`src/rtl/nic_uart_pkg.sv`:
```
// Shared UART definitions: frame geometry, default bit timing and receiver states.
package nic_uart_pkg;

    localparam int UART_DATA_BITS            = 8;
    localparam int UART_DEFAULT_CLKS_PER_BIT = 434;

    typedef enum logic [2:0] {
        IDLE     = 3'd0,
        START    = 3'd1,
        DATA     = 3'd2,
        STOP     = 3'd3,
        BRK_WAIT = 3'd4
    } uart_state_e;

endpackage

```
`src/rtl/uart_byte_rx_if.sv`:
```
// Serial input and byte/status outputs of the UART byte receiver.
interface uart_byte_rx_if;
    import nic_uart_pkg::*;

    logic                      rx_line;
    logic [UART_DATA_BITS-1:0] rx_byte;
    logic                      rx_byte_valid;
    logic                      rx_frame_err;
    logic                      rx_busy;

    modport master (
        input  rx_line,
        output rx_byte,
        output rx_byte_valid,
        output rx_frame_err,
        output rx_busy
    );

    modport slave (
        output rx_line,
        input  rx_byte,
        input  rx_byte_valid,
        input  rx_frame_err,
        input  rx_busy
    );

endinterface

```
`src/rtl/sync_2ff.sv`:
```
// Two-flop synchroniser for a single asynchronous input bit.
module sync_2ff #(
    parameter logic RST_VAL = 1'b1
) (
    input  logic i_clk,
    input  logic i_rst,
    input  logic i_d,
    output logic o_q
);

    logic r_meta;
    logic r_sync;

    always_ff @(posedge i_clk) begin
        if (i_rst) begin
            r_meta <= RST_VAL;
            r_sync <= RST_VAL;
        end else begin
            r_meta <= i_d;
            r_sync <= r_meta;
        end
    end

    assign o_q = r_sync;

endmodule

```
`src/rtl/uart_byte_rx.sv`:
```
// 8N1 UART receiver: samples mid-bit, emits byte/valid and frame-error pulses.
module uart_byte_rx
    import nic_uart_pkg::*;
#(
    parameter int CLKS_PER_BIT = UART_DEFAULT_CLKS_PER_BIT
) (
    input  logic           clk,
    input  logic           reset,
    uart_byte_rx_if.master bus
);

    localparam int CW = $clog2(CLKS_PER_BIT);

    localparam logic [CW-1:0] CNT_LAST = CW'(CLKS_PER_BIT - 1);
    localparam logic [CW-1:0] CNT_HALF = CW'((CLKS_PER_BIT - 1) / 2);
    localparam logic [2:0]    IDX_LAST = 3'(UART_DATA_BITS - 1);

    localparam logic [2:0] S_IDLE  = IDLE;
    localparam logic [2:0] S_START = START;
    localparam logic [2:0] S_DATA  = DATA;
    localparam logic [2:0] S_STOP  = STOP;
    localparam logic [2:0] S_BRK   = BRK_WAIT;

    logic                      w_rx_s;
    logic                      w_cnt_last;
    logic                      w_cnt_half;
    logic [2:0]                r_state;
    logic [CW-1:0]             r_bit_cnt;
    logic [2:0]                r_bit_idx;
    logic [UART_DATA_BITS-1:0] r_shift;
    logic [UART_DATA_BITS-1:0] r_byte;
    logic                      r_valid;
    logic                      r_ferr;

    sync_2ff #(
        .RST_VAL (1'b1)
    ) u_sync (
        .i_clk (clk),
        .i_rst (reset),
        .i_d   (bus.rx_line),
        .o_q   (w_rx_s)
    );

    assign w_cnt_last = (r_bit_cnt == CNT_LAST);
    assign w_cnt_half = (r_bit_cnt == CNT_HALF);

    always_ff @(posedge clk) begin
        if (reset) begin
            r_state   <= S_IDLE;
            r_bit_cnt <= '0;
            r_bit_idx <= '0;
            r_shift   <= '0;
            r_byte    <= '0;
            r_valid   <= 1'b0;
            r_ferr    <= 1'b0;
        end else begin
            r_valid <= 1'b0;
            r_ferr  <= 1'b0;
            case (r_state)
                S_IDLE: begin
                    if (!w_rx_s) begin
                        r_state   <= S_START;
                        r_bit_cnt <= '0;
                    end
                end
                S_START: begin
                    if (w_cnt_half) begin
                        r_bit_cnt <= '0;
                        r_bit_idx <= '0;
                        // A start bit gone high by mid-bit is line noise
                        r_state   <= w_rx_s ? S_IDLE : S_DATA;
                    end else begin
                        r_bit_cnt <= r_bit_cnt + 1'b1;
                    end
                end
                S_DATA: begin
                    if (w_cnt_last) begin
                        r_bit_cnt          <= '0;
                        r_shift[r_bit_idx] <= w_rx_s;
                        r_bit_idx          <= r_bit_idx + 1'b1;
                        if (r_bit_idx == IDX_LAST) begin
                            r_state <= S_STOP;
                        end
                    end else begin
                        r_bit_cnt <= r_bit_cnt + 1'b1;
                    end
                end
                S_STOP: begin
                    if (w_cnt_last) begin
                        r_bit_cnt <= '0;
                        if (w_rx_s) begin
                            r_byte  <= r_shift;
                            r_valid <= 1'b1;
                            r_state <= S_IDLE;
                        end else begin
                            r_ferr  <= 1'b1;
                            r_state <= S_BRK;
                        end
                    end else begin
                        r_bit_cnt <= r_bit_cnt + 1'b1;
                    end
                end
                S_BRK: begin
                    if (w_rx_s) begin
                        r_state <= S_IDLE;
                    end
                end
                default: begin
                    r_state <= S_IDLE;
                end
            endcase
        end
    end

    assign bus.rx_byte       = r_byte;
    assign bus.rx_byte_valid = r_valid;
    assign bus.rx_frame_err  = r_ferr;
    assign bus.rx_busy       = (r_state != S_IDLE);

endmodule

```
`src/flat_wrapper.sv`:
```
// flat-port wrapper written by rule: the top's interface ports become plain ports
module uart_byte_rx_flat import nic_uart_pkg::*;
#(
    parameter int CLKS_PER_BIT = UART_DEFAULT_CLKS_PER_BIT
)
  (clk, reset, bus_rx_line, bus_rx_byte, bus_rx_byte_valid, bus_rx_frame_err, bus_rx_busy);
  uart_byte_rx_if bus_i ();
  input  logic clk;
  input  logic reset;
  input wire logic [$bits(bus_i.rx_line)-1:0] bus_rx_line;
  output wire logic [$bits(bus_i.rx_byte)-1:0] bus_rx_byte;
  output wire logic [$bits(bus_i.rx_byte_valid)-1:0] bus_rx_byte_valid;
  output wire logic [$bits(bus_i.rx_frame_err)-1:0] bus_rx_frame_err;
  output wire logic [$bits(bus_i.rx_busy)-1:0] bus_rx_busy;
  assign bus_i.rx_line = bus_rx_line;
  assign bus_rx_byte = bus_i.rx_byte;
  assign bus_rx_byte_valid = bus_i.rx_byte_valid;
  assign bus_rx_frame_err = bus_i.rx_frame_err;
  assign bus_rx_busy = bus_i.rx_busy;
  uart_byte_rx #(.CLKS_PER_BIT(CLKS_PER_BIT)) u_core (.clk(clk), .reset(reset), .bus(bus_i));
endmodule
```
`config.mk`:
```
export PLATFORM = sky130hd
export DESIGN_NAME = uart_byte_rx_flat
export DESIGN_NICKNAME = d
export VERILOG_FILES = /design/src/rtl/nic_uart_pkg.sv /design/src/rtl/uart_byte_rx_if.sv /design/src/rtl/sync_2ff.sv /design/src/rtl/uart_byte_rx.sv /design/src/flat_wrapper.sv
export SDC_FILE = /design/constraint.sdc
export NUM_CORES = 1
export LEC_CHECK = 0
export ABC_AREA = 1
export CAP_MARGIN = 10
export CORE_UTILIZATION = 42
export DETAILED_ROUTE_END_ITERATION = 10
export PLACE_DENSITY = 0.68
export SLEW_MARGIN = 10
export SYNTH_ARGS = -nofsm -noshare
export SYNTH_HDL_FRONTEND = slang
export SYNTH_SLANG_ARGS = --single-unit
```
`constraint.sdc`:
```
create_clock -name clk -period 4.1 [get_ports clk]
set_input_delay 0.82 -clock clk [delete_from_list [all_inputs] [get_ports clk]]
set_output_delay 0.82 -clock clk [all_outputs]
set_load 0.02 [all_outputs]
```
==> summary.md, run 1 <==
| Metric | Value |
|---|---|
| Hold Crit Depth | `1` |
| Number of fill cells | `424` |
| Setup crit start kind | `register` |
| Synthesized Nets | `267` |
| Cell count after synthesis | `259` |
| Hold EP | `u_core.u_sync.o_q` |
| Initial core utilization | `43.8%` |
| Vias in the first global route | `1309` |
| 1st-iter DRT viols | `114` |
| Synthesized area | `1750 um2` |
| CTS tree | `built` |
| Reg clk slew, reported paths | `70 ps` |
| CTS Root Buffer Type | `clkbuf_8` |
| TritonRoute pass-1 iters | `4` |
| Slew Limit Fails | `0` |
| Worst R2R Start | `u_core.r_bit_cnt[1]` |
| CP Class | `reg2out` |
| Die height | `66.6 um` |
| DP Area | `1910 um2` |
| DRC | `0` |
| First-pass GRT wire length | `5750 um` |
| Leak | `0.882 nW` |
| Number of instances resized during post-cts repair | `0` |
| Worst Skew | `5.42 ps` |
| Routed len/inst | `10.6 um` |
| Post-synthesis area per instance | `6.76 um2` |
| Worst relative slew slack | `61.6%` |
| Final HPWL DP | `2510 um` |
| Post-Route WL | `3430 um` |
| Die area | `4430 um2` |
| FP Rows | `23` |
| Max_cap viols | `0` |
| Post-synthesis cell type count | `30` |
| Placeable core area | `4000 um2` |
| Gr usage total | `17.4%` |
| Pwr dens | `565 nW/um2` |
| Final std cells w/o fill | `325` |
| Peak VDD IR | `0.000244 V` |
| Num CTS Buffers | `5` |
| Util after Layout | `49.9%` |
| R2R Path End | `u_core.bus.rx_byte[1]` |
| Worst slack at placement | `1520 ps` |
| Total power | `1.13 mW` |
| Final worst-path cycle share | `57.6%` |
| Routed vias/inst | `4.74` |
| Crit path buffers/inverters | `1` |
| Worst hold slack | `419 ps` |
| Worst path max stage delay | `600 ps` |
| Pin count of the biggest net entering global routing | `21` |
| Placed Instances | `317` |
| Grt ovf | `0` |
| Ys Warns | `0` |
| Worst-path maximum fanout | `7` |
| CTS hold repair buffers | `0` |
| Port bufs | `13` |
| Status | `completed` |
| Worst path slowest cell | `clkdlybuf4s50_1` |
| Final TNS setup | `0 ps` |
| Clk_lat worst skew | `290 ps` |
| Worst Tran Pin Value | `576 ps` |
| RSZ-0062 raised after global routing | `no` |
| Reg2reg setup slack | `2380 ps` |
| Max clock buf depth | `2` |
| Kind of end point of the critical path | `output pin` |
| Worst reg-to-reg path cell count | `8` |
| Number of clock sinks | `35` |
| DR vias | `1540` |
| Area growth syn-to-layout | `14.0%` |
| Final ANT Viol Nets | `0` |
| Fmax | `423 MHz` |
| Ports | `14` |
| Layout Nets | `282` |
| Required @ worst endpoint | `3280 ps` |
| HP Start | `u_core.u_sync.r_meta` |
| Clock H-tree levels | `2` |
| Number of synthesized register bits | `35` |
| Hold WC Path Type | `reg2reg` |
| Postcts setup bufs | `0` |
| Critical path's top delay family | `buffers and inverters` |
| Layout cells sized above 1 | `9.45%` |
| Tmin final | `2360 ps` |
| CP arrival | `1540 ps` |
| GPL Wtd Cong | `0.797` |
| Critical Path Start | `u_core.r_state[2]` |
| Design area | `2000 um2` |
| CP cell instances | `nor2_2 -> nand2_1 -> clkdlybuf4s50_1` |
| Ant diodes | `0` |
| Chip width | `66.6 um` |
| Antenna violations before repair | `0` |
| Final WS setup | `1740 ps` |
| Endpoints failing setup | `0` |
| Final hold vios | `0` |
| Sequential fraction of the synthesis area | `40.0%` |
==> routing by layer <==
metal | vias up | global-route usage, % | part of all wire [%]
met5 | - | 0 | 0
met4 | 0 | 9.57 | 1.5
met3 | 4 | 4.62 | 3.4
met2 | 27 | 24.7 | 42
met1 | 670 | 23.5 | 53
li1 | 839 | - | -
==> worst register-to-register path, cell delays in order (launching register included) <==
cell and delay, ps:
dfxtp_1 320, inv_1 110, ha_1 160, nand2_1 60
nor2_2 190, nand2_4 120, nor3_4 400, o21ai_0 140
a21oi_1 140
==> cell type report <==
cell class | instances | area [um2] | share of cell area (%)
clock buffers | 6 | 72.6 | 3.63
clock inverters | 2 | 12.5 | 0.627
inverters | 33 | 124 | 6.20
multi-input cells | 186 | 895 | 44.8
flip-flops and latches | 35 | 701 | 35.1
well taps | 50 | 62.6 | 3.13
repair buffers | 13 | 130 | 6.52
==> flip-flops by register name, summed over array words and instances, names as in the netlist, 3 cells and up <==
| signal | count |
|---|---|
| u_core.r_state | 3 |
| u_core.r_shift | 8 |
| u_core.r_bit_cnt | 9 |
| u_core.r_bit_idx | 3 |
| u_core.bus.rx_byte | 8 |
==> cells in the mapped netlist <==
master	instances	area [um2]
or2_1	1	6.26
dfxtp_1	35	701
nor3_2	2	20.0
nand2_1	65	244
o21ai_1	1	5.00
clkbuf_1	1	3.75
clkbuf_2	1	5.00
o21ai_2	1	8.76
nor3_4	1	16.3
nor2_2	3	18.8
inv_1	30	113
buf_2	1	5.00
o2111ai_1	1	8.76
or2_2	2	12.5
nor4_1	1	6.26
a21oi_1	15	75.1
nor3_1	10	50.1
ha_1	5	62.6
a31oi_1	1	6.26
nand2_4	1	11.3
nand3_1	13	65.1
o21ai_0	7	35.0
buf_4	1	7.51
xor2_1	1	8.76
nor2_1	48	180
nand2_2	4	25.0
nor2_4	2	22.5
inv_2	3	11.3
nand4_1	1	6.26
buf_6	1	11.3
==> where the power goes <==
group / internal [mW] / switching, mW
logic: 0.151 / 0.313
registers: 0.375 / 0.0442
clock network: 0.119 / 0.126
==> how the worst max path moves through the flow <==
stage	end	slack (ps)	cells past startpoint
CTS	bus_rx_busy	1720	3
floorplan	bus_rx_busy	2590	2
global route	bus_rx_busy	1670	3
detailed placement	u_core.r_bit_cnt[8]	1520	4
finish	bus_rx_busy	1740	3
global placement	u_core.r_bit_cnt[8]	1540	4
==> cell families (layout without fill, tap and decap cells) <==
group	after synthesis	after routing	share of synthesized area (%)
buffers and inverters	38	54	8.93
AO/OA/AOI/OAI	26	26	7.93
XOR/XNOR	1	1	0.500
flip-flops	35	35	40.0
AND/OR/NAND/NOR	154	154	39.1
adder cells (fa/ha/maj)	5	5	3.57
==> layout by cell type (no fill, tap or decap) <==
cell type and instances:
xor2_1 1, nor3_4 1, nor2_2 3, nor4_1 1, clkinv_2 1, a21oi_1 15, nand2_4 1, clkbuf_1 1
or2_2 2, a31oi_1 1, nor2_1 48, nand2_1 65, o21ai_0 7, ha_1 5, clkbuf_8 5, o21ai_1 1
clkdlybuf4s50_1 13, nand4_1 1, nand3_1 13, inv_2 3, o2111ai_1 1, nor2_4 2, o21ai_2 1, or2_1 1
dfxtp_1 35, inv_1 30, clkinvlp_4 1, nor3_2 2, nand2_2 4, nor3_1 10
Note: power is estimated with default switching activity, not from simulation.
==> run 2, diff against run 1 <==
==> constraint.sdc (replaced) <==
create_clock -name clk -period 2.45 [get_ports clk]
set_input_delay 0.49 -clock clk [delete_from_list [all_inputs] [get_ports clk]]
set_output_delay 0.49 -clock clk [all_outputs]
set_load 0.02 [all_outputs]
==> run 2 against run 1 <==
Effect of this change:
- clock-buffer cell count decreased by 1
- setup slack got worse by 1300 ps
- combinational power increased by 70%
- utilization increased by 1.1 points
- critical path type unchanged
- flip-flop and latch count is the same
- routed wire length down 0.15%
- final cell count is 0.62% higher
- die area is the same
- clock skew grew 1.6 ps
- non-clock buffer count up 2
- sequential share of layout area down 0.73 points
- hold slack improved by 12 ps
==> summary.md, run 2 (synthesis gave the netlist of run 1 again) <==
| Metric | Value |
|---|---|
| Status | `completed` |
| Worst Tran Pin Value | `613 ps (+37.3 ps)` |
| Clock H-tree levels | `2 (unchanged)` |
| Leak | `0.909 nW (+3.0%)` |
| Number of clock sinks | `35 (unchanged)` |
| Worst R2R Start | `u_core.r_bit_cnt[1]` |
| DRC | `0 (unchanged)` |
| Worst Skew | `7.05 ps (+1.64 ps)` |
| Die height | `66.6 um (unchanged)` |
| Final TNS setup | `0 ps (unchanged)` |
| TritonRoute pass-1 iters | `4 (unchanged)` |
| Flip-flop count of the largest register after layout | `9 (unchanged)` |
| Final worst-path cycle share | `81.8%` |
| M1 WL | `1720 um (-6.2%)` |
| Critical Path Start | `u_core.r_state[2]` |
| DR vias | `1582 (+2.7%)` |
| First-pass GRT wire length | `5790 um (+0.61%)` |
| Final ANT Viol Nets | `0 (unchanged)` |
| Fmax | `499 MHz` |
| HP Start | `u_core.u_sync.r_meta` |
| Antenna violations before repair | `0 (unchanged)` |
| Worst slack at placement | `718 ps (-805 ps)` |
| CP Class | `reg2out` |
| Peak VDD IR | `0.000527 V (+120%)` |
| Placeable core area | `4000 um2 (unchanged)` |
| Kind of end point of the critical path | `output pin` |
| Worst hold slack | `431 ps (+11.8 ps)` |
| Postcts setup bufs | `0 (unchanged)` |
| Layout cells sized above 1 | `10.5% (+1.0 points)` |
| Reg with most FFs | `u_core.r_bit_cnt` |
| Placed Instances | `319 (+0.63%)` |
| Ports | `14 (unchanged)` |
| Pin count of the biggest net entering global routing | `13 (-38%)` |
| Post-Route WL | `3430 um (-0.15%)` |
| Tmin final | `2010 ps` |
| Routed vias/inst | `4.84 (+2.1%)` |
| DR WL met2 | `1470 um (+3.1%)` |
| Final WS setup | `445 ps (-1290 ps)` |
| Max_cap viols | `0 (unchanged)` |
| Die area | `4430 um2 (unchanged)` |
| Commonest cells after routing, fill and taps aside | `nand2_1, nor2_1, dfxtp_1, inv_1, a21oi_1` |
| CP arrival | `1520 ps (-20 ps)` |
| Setup crit start kind | `register` |
| Clk_lat worst skew | `290 ps (about the same)` |
| 1st-iter DRT viols | `136 (+19%)` |
| Max clock buf depth | `2 (unchanged)` |
| Chip width | `66.6 um (unchanged)` |
| GPL Wtd Cong | `0.846 (+6.1%)` |
| Routed len/inst | `10.5 um (-0.76%)` |
| Worst-path maximum fanout | `7 (unchanged)` |
| Number of instances resized during post-cts repair | `0 (unchanged)` |
| Port bufs | `13 (unchanged)` |
| Vias in the first global route | `1364 (+4.2%)` |
| Required @ worst endpoint | `1960 ps (-1320 ps)` |
| Commonest non-fill, non-tap cell in the layout | `nand2_1` |
| Pwr dens | `984 nW/um2 (+74%)` |
| Reg clk slew, reported paths | `80 ps (about the same)` |
| Max layer used | `met4` |
| Final hold vios | `0 (unchanged)` |
| FP Rows | `23 (unchanged)` |
| Initial core utilization | `43.8% (unchanged)` |
| Layout Nets | `284 (+0.71%)` |
| Endpoints failing setup | `0 (unchanged)` |
| Met3 WL | `169 um (+46%)` |
| Final HPWL DP | `2530 um (+0.56%)` |
| Slew Limit Fails | `0 (unchanged)` |
| CTS hold repair buffers | `0 (unchanged)` |
| CTS Root Buffer Type | `clkbuf_8` |
| Hold WC Path Type | `reg2reg` |
| Final std cells w/o fill | `327 (+0.62%)` |
| CTS tree | `built` |
| Grt ovf | `0 (unchanged)` |
| Ant diodes | `0 (unchanged)` |
| RSZ-0062 raised after global routing | `no` |
| Area growth syn-to-layout | `16.4%` |
| Reg2reg setup slack | `770 ps (-1610 ps)` |
| Worst relative slew slack | `59.1% (-2.5 points)` |
| Num CTS Buffers | `5 (unchanged)` |
| Gr usage total | `17.5% (+0.036 points)` |
-- run 2: cell count changes in the layout (fill, tap and decap cells not counted), sizes merged --
cell,before,now
clkinvlp,1,0
clkbuf,6,5
buf,0,2
clkinv,1,2
bufinv,0,1
-- run 2: cell type report --
type                       count  area, um2
fill                         404       1960
multi-input combinational    186        895
sequential                    35        701
timing repair buffer          15        145
inverter                      33        124
clock buffer                   5       68.8
tap                           50       62.6
clock inverter                 3       43.8
-- run 2: worst paths after layout --
| kind | end | cells after the start |
|---|---|---|
| worst max-delay path | bus_rx_busy | 3 |
| worst min-delay path | u_core.u_sync.o_q | 1 |
| worst max register to register | u_core.bus.rx_byte[1] | 8 |
| worst min register to register | u_core.u_sync.o_q | 1 |
-- run 2: critical path, cell delays in order (launching register included) --
cell and delay [ps]:
dfxtp_1 470, nor2_2 110, nand2_1 70, clkdlybuf4s50_1 590
-- run 2: power by group --
| group | leakage [nW] | internal, mW | switching, mW |
|---|---|---|---|
| sequential | 0.284 | 0.628 | 0.0680 |
| clock | 0.0581 | 0.303 | 0.218 |
| combinational | 0.567 | 0.258 | 0.532 |
| total | 0.909 | 1.19 | 0.819 |
-- run 2: through the flow --
stage                     util, %  cell area, um2  power (mW)
after detailed placement     48.2            1930        1.50
after CTS                    51.0            2040        2.02
after global placement       48.2            1930        1.48
final                        51.0            2040        2.01
after floorplan                 -            1750        1.31
after global routing         51.0            2040        2.16
-- run 2: metal layers --
metal  vias up  track usage, %
li1        841               -
met1       701            22.4
met2        34            26.9
met3         6            5.31
met4         0            7.18
met5         -               0
==> run 3, diff against run 2 <==
--- a/config.mk
+++ b/config.mk
@@ -9,7 +9,7 @@
 export CAP_MARGIN = 10
 export CORE_UTILIZATION = 42
 export DETAILED_ROUTE_END_ITERATION = 10
-export PLACE_DENSITY = 0.68
+export PLACE_DENSITY = 0.7
 export SLEW_MARGIN = 10
 export SYNTH_ARGS = -nofsm -noshare
 export SYNTH_HDL_FRONTEND = slang
==> constraint.sdc (replaced) <==
create_clock -name clk -period 1.75 [get_ports clk]
set_input_delay 0.35 -clock clk [delete_from_list [all_inputs] [get_ports clk]]
set_output_delay 0.35 -clock clk [all_outputs]
set_load 0.02 [all_outputs]
==> run 3 against run 2 <==
Effect of this change:
- die area is the same
- global-route usage increased by 0.59 points
- clock skew fell by 2.4 ps
- clock power grew 44%
- sequential power grew 41%
- first-iteration DRC count decreased by 49%
- clock-buffer cell count increased by 1
- setup slack lost 300 ps
- critical endpoint is now bus_rx_byte[3]
==> summary.md, run 3 (synthesis gave the netlist of run 1 again) <==
| Metric | Value |
|---|---|
| Status | `completed` |
| Antenna violations before repair | `0 (unchanged)` |
| Final ANT Viol Nets | `0 (unchanged)` |
| FP Rows | `23 (unchanged)` |
| Pin count of the biggest net entering global routing | `12 (-1)` |
| Endpoints failing setup | `0 (unchanged)` |
| Max_cap viols | `0 (unchanged)` |
| Initial core utilization | `43.8% (unchanged)` |
| Layout Nets | `290 (+2.1%)` |
| Ant diodes | `0 (unchanged)` |
| Max clock buf depth | `2 (unchanged)` |
| Placed Instances | `324 (+1.6%)` |
| TritonRoute pass-1 iters | `4 (unchanged)` |
| Grt ovf | `0 (unchanged)` |
| Gate power share | `39.7% (+0.3 points)` |
| Final hold vios | `0 (unchanged)` |
| Final HPWL DP | `2580 um (+2.2%)` |
| DP Area | `1960 um2 (+1.9%)` |
| DRC | `0 (unchanged)` |
| DR vias | `1624 (+2.7%)` |
| Reg power frac | `34.2% (-0.5 points)` |
| Commonest cells after routing, fill and taps aside | `nand2_1, nor2_1, dfxtp_1, inv_1, a21oi_1` |
| Worst reg-to-reg path cell count | `9 (+1)` |
| Worst slack at placement | `98.3 ps (-619 ps)` |
| Port bufs | `13 (unchanged)` |
| Worst Skew | `4.66 ps (-2.40 ps)` |
| Reg clk slew, reported paths | `70 ps (about the same)` |
| Worst Tran Pin Value | `382 ps (-231 ps)` |
| Clock H-tree levels | `2 (unchanged)` |
| Final worst-path cycle share | `91.9%` |
| Required @ worst endpoint | `1400 ps (-560 ps)` |
| Hold WC Path Type | `reg2reg` |
| 1st-iter DRT viols | `69 (-49%)` |
| Internal power | `1.72 mW (+44%)` |
| Commonest non-fill, non-tap cell in the layout | `nand2_1` |
| Critical path's top delay family | `buffers and inverters` |
| Peak VDD IR | `0.000958 V (+82%)` |
| Routed len/inst | `10.6 um (+0.86%)` |
| CP Class | `reg2out` |
| Post-Route WL | `3520 um (+2.7%)` |
| Reg with most FFs | `u_core.r_bit_cnt` |
| CTS Root Buffer Type | `clkbuf_8` |
| Design area | `2100 um2 (+3.1%)` |
| Number of fill cells | `402 (-0.50%)` |
| Placeable core area | `4000 um2 (unchanged)` |
| Reg2reg setup slack | `160 ps (-610 ps)` |
| Clock power share | `26.2% (+0.2 points)` |
| Final std cells w/o fill | `333 (+1.8%)` |
| Hold Crit Depth | `1 (unchanged)` |
| Area growth syn-to-layout | `20.0%` |
| Worst-path maximum fanout | `2 (-5)` |
| Final TNS setup | `0 ps (unchanged)` |
| Chip width | `66.6 um (unchanged)` |
| Util after Layout | `52.5% (+1.6 points)` |
| Worst path max stage delay | `610 ps (+20 ps)` |
| Gr usage total | `18.0% (+0.59 points)` |
| Number of clock sinks | `35 (unchanged)` |
| Worst path slowest cell | `clkdlybuf4s50_1` |
| CP cell instances | `clkdlybuf4s50_1` |
| Kind of end point of the critical path | `output pin` |
| Flip-flop count of the largest register after layout | `9 (unchanged)` |
| Leak | `0.962 nW (+5.8%)` |
| First-pass GRT wire length | `6000 um (+3.7%)` |
| Hold EP | `u_core.u_sync.o_q` |
| Ports | `14 (unchanged)` |
| Clk_lat worst skew | `290 ps (about the same)` |
| Die height | `66.6 um (unchanged)` |
| Die area | `4430 um2 (unchanged)` |
| Switching Fraction | `40.2% (-0.61 points)` |
| CTS tree | `built` |
| Pwr dens | `1360 nW/um2 (+39%)` |
| Num CTS Buffers | `5 (unchanged)` |
| Fmax | `622 MHz` |
| Routed vias/inst | `4.88 (+0.81%)` |
| Setup crit start kind | `register` |
| Layout cells sized above 1 | `13.1% (+2.6 points)` |
| CP arrival | `1260 ps (-260 ps)` |
| Net Switching | `1.15 mW (+41%)` |
| Final WS setup | `142 ps (-303 ps)` |
| Slew Limit Fails | `0 (unchanged)` |
| Vias in the first global route | `1361 (-0.22%)` |
| Worst R2R Start | `u_core.r_bit_cnt[1]` |
| HP Start | `u_core.u_sync.r_meta` |
| Crit path buffers/inverters | `1 (unchanged)` |
| Worst relative slew slack | `74.3% (+15 points)` |
| R2R Path End | `u_core.bus.rx_byte[1]` |
| RSZ-0062 raised after global routing | `no` |
| Tmin final | `1610 ps` |
| GPL Wtd Cong | `0.878 (+3.8%)` |
[run 3: how the worst max path moves through the flow]
stage,cells past startpoint,end,startpoint
after floorplan,11,u_core.r_state[2],u_core.r_bit_cnt[1]
after global placement,9,u_core.bus.rx_byte[6],u_core.r_bit_cnt[1]
after detailed placement,9,u_core.bus.rx_byte[2],u_core.r_bit_cnt[1]
after CTS,9,u_core.bus.rx_byte[2],u_core.r_bit_cnt[1]
after global routing,12,u_core.r_bit_idx[0],u_core.r_bit_cnt[1]
final,1,bus_rx_byte[3],u_core.bus.rx_byte[3]
[run 3: final cells by class]
class	count	area (um2)	area share, %
clock buffers	6	82.6	3.93
flip-flops and latches	35	703	33.5
clock inverters	2	35.0	1.67
inverters	33	124	5.89
well taps	50	62.6	2.98
multi-input cells	186	906	43.1
repair buffers	21	189	8.99
[run 3: power groups by stage]
stage	sequential [mW]	clock (mW)	combinational (mW)
final	0.980	0.750	1.14
after CTS	0.978	0.776	1.12
after floorplan	0.971	0	0.864
after global placement	0.989	0	1.11
after detailed placement	0.992	0	1.13
after global routing	0.995	0.804	1.33
[run 3: per-stage QoR]
stage          hold WS (ps)  power (mW)
2_1_floorplan           389        1.84
3_3_place_gp            411        2.10
3_5_place_dp            407        2.12
4_1_cts                 433        2.87
5_1_grt                 441        3.13
6_report                428        2.87
[run 3: routing by layer]
metal,vias to the layer above,wire (um),GRT usage (%),part of all wire (%)
met5,-,0,0,0
met4,0,65,7.45,1.8
met3,5,131,5.48,3.7
met2,28,1450,26.8,41
met1,737,1880,24.0,53
li1,854,-,-,-
[run 3: timing repair]
action,in CTS,in global routing
pin swaps,0,1
setup endpoints to repair,1,7
setup buffers,0,1
hold buffers,0,0
resized for setup,3,2
==> RTL edit 1: new RTL, config.mk and constraints of run 2 <==
Set the package constant `UART_DATA_BITS` to 7 (it was 8).
--- a/src/rtl/nic_uart_pkg.sv
+++ b/src/rtl/nic_uart_pkg.sv
@@ -1,7 +1,7 @@
 // Shared UART definitions: frame geometry, default bit timing and receiver states.
 package nic_uart_pkg;
 
-    localparam int UART_DATA_BITS            = 8;
+    localparam int UART_DATA_BITS            = 7;
     localparam int UART_DEFAULT_CLKS_PER_BIT = 434;
 
     typedef enum logic [2:0] {
Ports: changed (resized bus_rx_byte); port bits go from 14 to 13. No check against the original RTL was run, so the function may have changed too.
==> RTL edit 1 against run 2 <==
Cell count decreased by 5.5%. Sequential cell count down 2. Routed wire length down 6.3%. Cell area shrank 5.1%. Worst setup slack about the same. Critical endpoint unchanged. Clock power is 26% lower. Clock skew is 0.0048 ns lower. Power down 17%. Via count decreased by 7.5%. Area after synthesis is 3.9% lower. Synthesized cell count decreased by 5.0%.
==> RTL edit 1: results (changes against run 2) <==
Parameter                              Value

Global routing
  All-Layer GR Usage    0.1710 (was 0.1746)
  Pin count of the biggest net entering global routing    18 (was 13)
  GRT met2 Usage    0.2500 (was 0.2689)
  Met1 demand-to-capacity share in global routing    0.2294 (was 0.2236)
  Global routing met3 resource utilization    0.04688 (was 0.05308)
  Vias in the first global route    1290 (was 1364)
  First-pass GRT wire length    5.561 mm (was 5.789 mm)

Power and ir drop
  Worst ir drop on vdd    0.4595 mV (was 0.5273 mV)
  Total leakage power    0.0008295 uW (was 0.0009087 uW)

Worst setup path
  Launch point of the worst path    u_core.r_state[2]$_SDFFE_PP0P_ (unchanged)
  Critical register-to-register path startpoint    u_core.r_bit_cnt[0]$_SDFFE_PP0P_ (was u_core.r_bit_cnt[1]$_SDFFE_PP0P_)
  Capture instance of the worst register-to-register path    u_core.bus.rx_byte[2]$_SDFFE_PP0P_ (was u_core.bus.rx_byte[1]$_SDFFE_PP0P_)
  Cell depth of the worst flop-to-flop path    7 (was 8)
  Worst R2R Setup Slack    0.75 ns (was 0.77 ns)

Placement
  Placed standard-cell area    0.001853 mm^2 (was 0.001927 mm^2)
  Placed instance count    301 (was 319)
  Routability congestion estimate    0.8672 (was 0.8455)
  IO buf count    12 (was 13)
  Setup WS pre-CTS    0.6490 ns (was 0.7177 ns)

Logic synthesis
  Average cell area after synthesis    6.841 um^2 (was 6.763 um^2)
  Area contributors post-synth    sky130_fd_sc_hd__dfxtp_1 39%, sky130_fd_sc_hd__nand2_1 12%, sky130_fd_sc_hd__nor2_1 10% (was sky130_fd_sc_hd__dfxtp_1 40%, sky130_fd_sc_hd__nand2_1 14%, sky130_fd_sc_hd__nor2_1 10%)
  Share of synthesized area occupied by flip-flops and latches    0.3926 (was 0.4000)
  Top post-synthesis cells by count    53 x sky130_fd_sc_hd__nand2_1, 46 x sky130_fd_sc_hd__nor2_1, 33 x sky130_fd_sc_hd__dfxtp_1 (was 65 x sky130_fd_sc_hd__nand2_1, 48 x sky130_fd_sc_hd__nor2_1, 35 x sky130_fd_sc_hd__dfxtp_1)

Routing
  Detailed Route WL    3.209 mm (was 3.425 mm)
  Met3 wire length    120 um (was 169 um)
  Routed length on met2    1.360 mm (was 1.474 mm)
  Wl on met1    1.704 mm (was 1.719 mm)
  Overall via count from detail_route    1463 (was 1582)
  Violation count after the first detailed-route iteration    67 (was 136)
  Avg Vias per Cell    4.735 (was 4.838)

Timing
  Worst-Margin Slew    0.4497 ns (was 0.6132 ns)
  Final setup skew    0.002267 ns (was 0.007054 ns)
  Hold Worst Slack    0.4092 ns (was 0.4305 ns)
  Post-layout worst setup margin    0.4448 ns (about the same)

Finish
  Layout cell share with drive strength beyond 1    0.1034 (was 0.1047)
  Final net count    268 (was 284)

Clock network
  Clk slew on worst S/H paths    0.06 ns (was 0.08 ns)

Run status
  Outcome    finished clean (unchanged)
## RTL edit 1: cell type report
| cell class | instances | area, um^2 |
|---|---|---|
| Timing Repair Buffer | 13 | 140.1 |
| Fill cell | 386 | 1808 |
| Clock inverter | 2 | 10.01 |
| Clock buffer | 6 | 72.57 |
| Sequential cell | 33 | 660.6 |
| Tap cell | 48 | 60.06 |
| Multi-Input combinational cell | 175 | 872.1 |
| Inverter | 32 | 120.1 |
## RTL edit 1: power by group
part | total (uW) | switching [uW] | leakage [uW] | internal, uW
combinational | 641 | 430 | 0.000517 | 212
clock | 387 | 190 | 0.0000450 | 197
sequential | 642 | 59.9 | 0.000267 | 582
total | 1670 | 680 | 0.000830 | 990
## RTL edit 1: kinds of logic after synthesis
logic type	share of synthesized area
AND/OR/NAND/NOR	0.3762
buffers and inverters	0.08922
flip-flops	0.3926
AO/OA/AOI/OAI	0.08922
adder cells (fa/ha/maj)	0.03717
XOR/XNOR	0.01562
==> RTL edit 2: new RTL, settings of run 2 <==
Made on the original files. Make the reset (`i_rst` and `reset`) asynchronous in 2 clocked blocks.
--- a/src/rtl/sync_2ff.sv
+++ b/src/rtl/sync_2ff.sv
@@ -11,7 +11,7 @@
     logic r_meta;
     logic r_sync;
 
-    always_ff @(posedge i_clk) begin
+    always_ff @(posedge i_clk or posedge i_rst) begin
         if (i_rst) begin
             r_meta <= RST_VAL;
             r_sync <= RST_VAL;
--- a/src/rtl/uart_byte_rx.sv
+++ b/src/rtl/uart_byte_rx.sv
@@ -44,7 +44,7 @@
     assign w_cnt_last = (r_bit_cnt == CNT_LAST);
     assign w_cnt_half = (r_bit_cnt == CNT_HALF);
 
-    always_ff @(posedge clk) begin
+    always_ff @(posedge clk or posedge reset) begin
         if (reset) begin
             r_state   <= S_IDLE;
             r_bit_cnt <= '0;
Function: differs if reset is asserted again (counterexample within 4 cycles, from zero or initial values and one cycle with reset high); with reset held inactive, the same outputs for 10 cycles.
==> RTL edit 2 against run 2 <==
Register-to-register slack improved by 0.15 ns. Clock skew increased by 0.0038 ns. Die area increased by 3.0%. Sequential cell count is the same. Routed wire length shrank 7.7%. Area after synthesis up 3.1%. Worst setup slack worse by 0.088 ns. Cell area rose by 2.2%. Cell count shrank 11%. Synthesized cell count is 15% lower. Utilization grew 0.39 points. Sequential share of layout area rose by 7.8 points.
Power is not compared: it rests on default switching activity, and its combinational part moved more than twofold at a synthesized area within 25%.
==> RTL edit 2: results (changes against run 2) <==
Parameter                              Value

Logic synthesis
  Cell count after synthesis    221 (was 259)
  Share of synthesized area occupied by flip-flops and latches    0.4861 (was 0.4000)
  Synth Net Count    229 (was 267)
  Yosys cell types    27 (was 30)
  Area contributors post-synth    sky130_fd_sc_hd__dfrtp_1 46%, sky130_fd_sc_hd__nand2_1 15%, sky130_fd_sc_hd__nand3_1 5.8% (was sky130_fd_sc_hd__dfxtp_1 40%, sky130_fd_sc_hd__nand2_1 14%, sky130_fd_sc_hd__nor2_1 10%)

Finish
  Cell Count, Final, Fillers Out    292 (was 327)
  Register Area    878.3 um^2 (was 700.7 um^2)
  Layout cell share with drive strength beyond 1    0.1488 (was 0.1047)

Min path
  Hold Path Cell Cnt    0 (was 1)
  Start point of the worst min-delay path    u_core.u_sync.r_meta$_DFF_PP1_ (was u_core.u_sync.r_meta$_SDFF_PP1_)

Placement
  Routability congestion estimate    0.8887 (was 0.8455)
  Setup WS pre-CTS    0.6629 ns (was 0.7177 ns)

Timing
  Portion of the clock cycle consumed by the worst path in the final layout    0.8542 (was 0.8184)
  Worst-Margin Slew    0.4410 ns (was 0.6132 ns)
  Final setup skew    0.01083 ns (was 0.007054 ns)

Worst setup path
  Cell depth of the worst flop-to-flop path    9 (was 8)
  Crit Path Max Fanout    8 (was 7)
  Worst R2R Setup Slack    0.92 ns (was 0.77 ns)
  Critical register-to-register path startpoint    u_core.r_bit_cnt[1]$_DFFE_PP0P_ (was u_core.r_bit_cnt[1]$_SDFFE_PP0P_)
  Capture instance of the worst register-to-register path    u_core.r_state[1]$_DFFE_PP0P_ (was u_core.bus.rx_byte[1]$_SDFFE_PP0P_)

Routing
  Avg Vias per Cell    4.695 (was 4.838)

Power and ir drop
  Overall power of the completed layout    1010 uW

Die
  Overall die width    67.59 um (was 66.58 um)

Global routing
  Global routing met3 resource utilization    0.04054 (was 0.05308)
  Pin count of the biggest net entering global routing    36 (was 13)
  All-Layer GR Usage    0.1716 (was 0.1746)

Clock network
  Clk slew on worst S/H paths    0.06 ns (was 0.08 ns)

Run status
  Outcome    finished clean (unchanged)
## RTL edit 2: changes by cell type after synthesis, moves of 5 or more
cell                      before  now
sky130_fd_sc_hd__nor2_1       48   19
sky130_fd_sc_hd__o21ai_0       7    2
sky130_fd_sc_hd__nor3_1       10    1
sky130_fd_sc_hd__inv_1        30   20
sky130_fd_sc_hd__dfxtp_1      35    0
sky130_fd_sc_hd__o21ai_1       1   12
sky130_fd_sc_hd__a21oi_1      15    0
sky130_fd_sc_hd__dfrtp_1       0   33
sky130_fd_sc_hd__nand3_1      13   21
sky130_fd_sc_hd__nand2_1      65   73
## RTL edit 2: final cells by class
class | instances | area share
Sequential cell | 35 | 0.4214
Clock buffer | 5 | 0.03301
Inverter | 28 | 0.05222
Timing Repair Buffer | 14 | 0.06603
Multi-Input combinational cell | 157 | 0.3878
Tap cell | 50 | 0.03001
Clock inverter | 3 | 0.009604
## RTL edit 2: routing by layer
metal	up-vias	wire, um
met5	-	0
met4	0	50
met3	7	113
met2	21	1479
met1	609	1518
li1	734	-
## RTL edit 2: worst max-delay path: stages, from the launching register on
cell	delay (ns)
sky130_fd_sc_hd__dfrtp_1	0.52
sky130_fd_sc_hd__inv_1	0.13
sky130_fd_sc_hd__nand2_1	0.08
sky130_fd_sc_hd__clkdlybuf4s50_1	0.59
## RTL edit 2: cells by family after synthesis
group,count (synthesis),share of synthesized area
buffers and inverters,29,0.06648
AND/OR/NAND/NOR,133,0.3511
flip-flops,35,0.4861
adder cells (fa/ha/maj),5,0.03463
AO/OA/AOI/OAI,16,0.04710
XOR/XNOR,3,0.01455
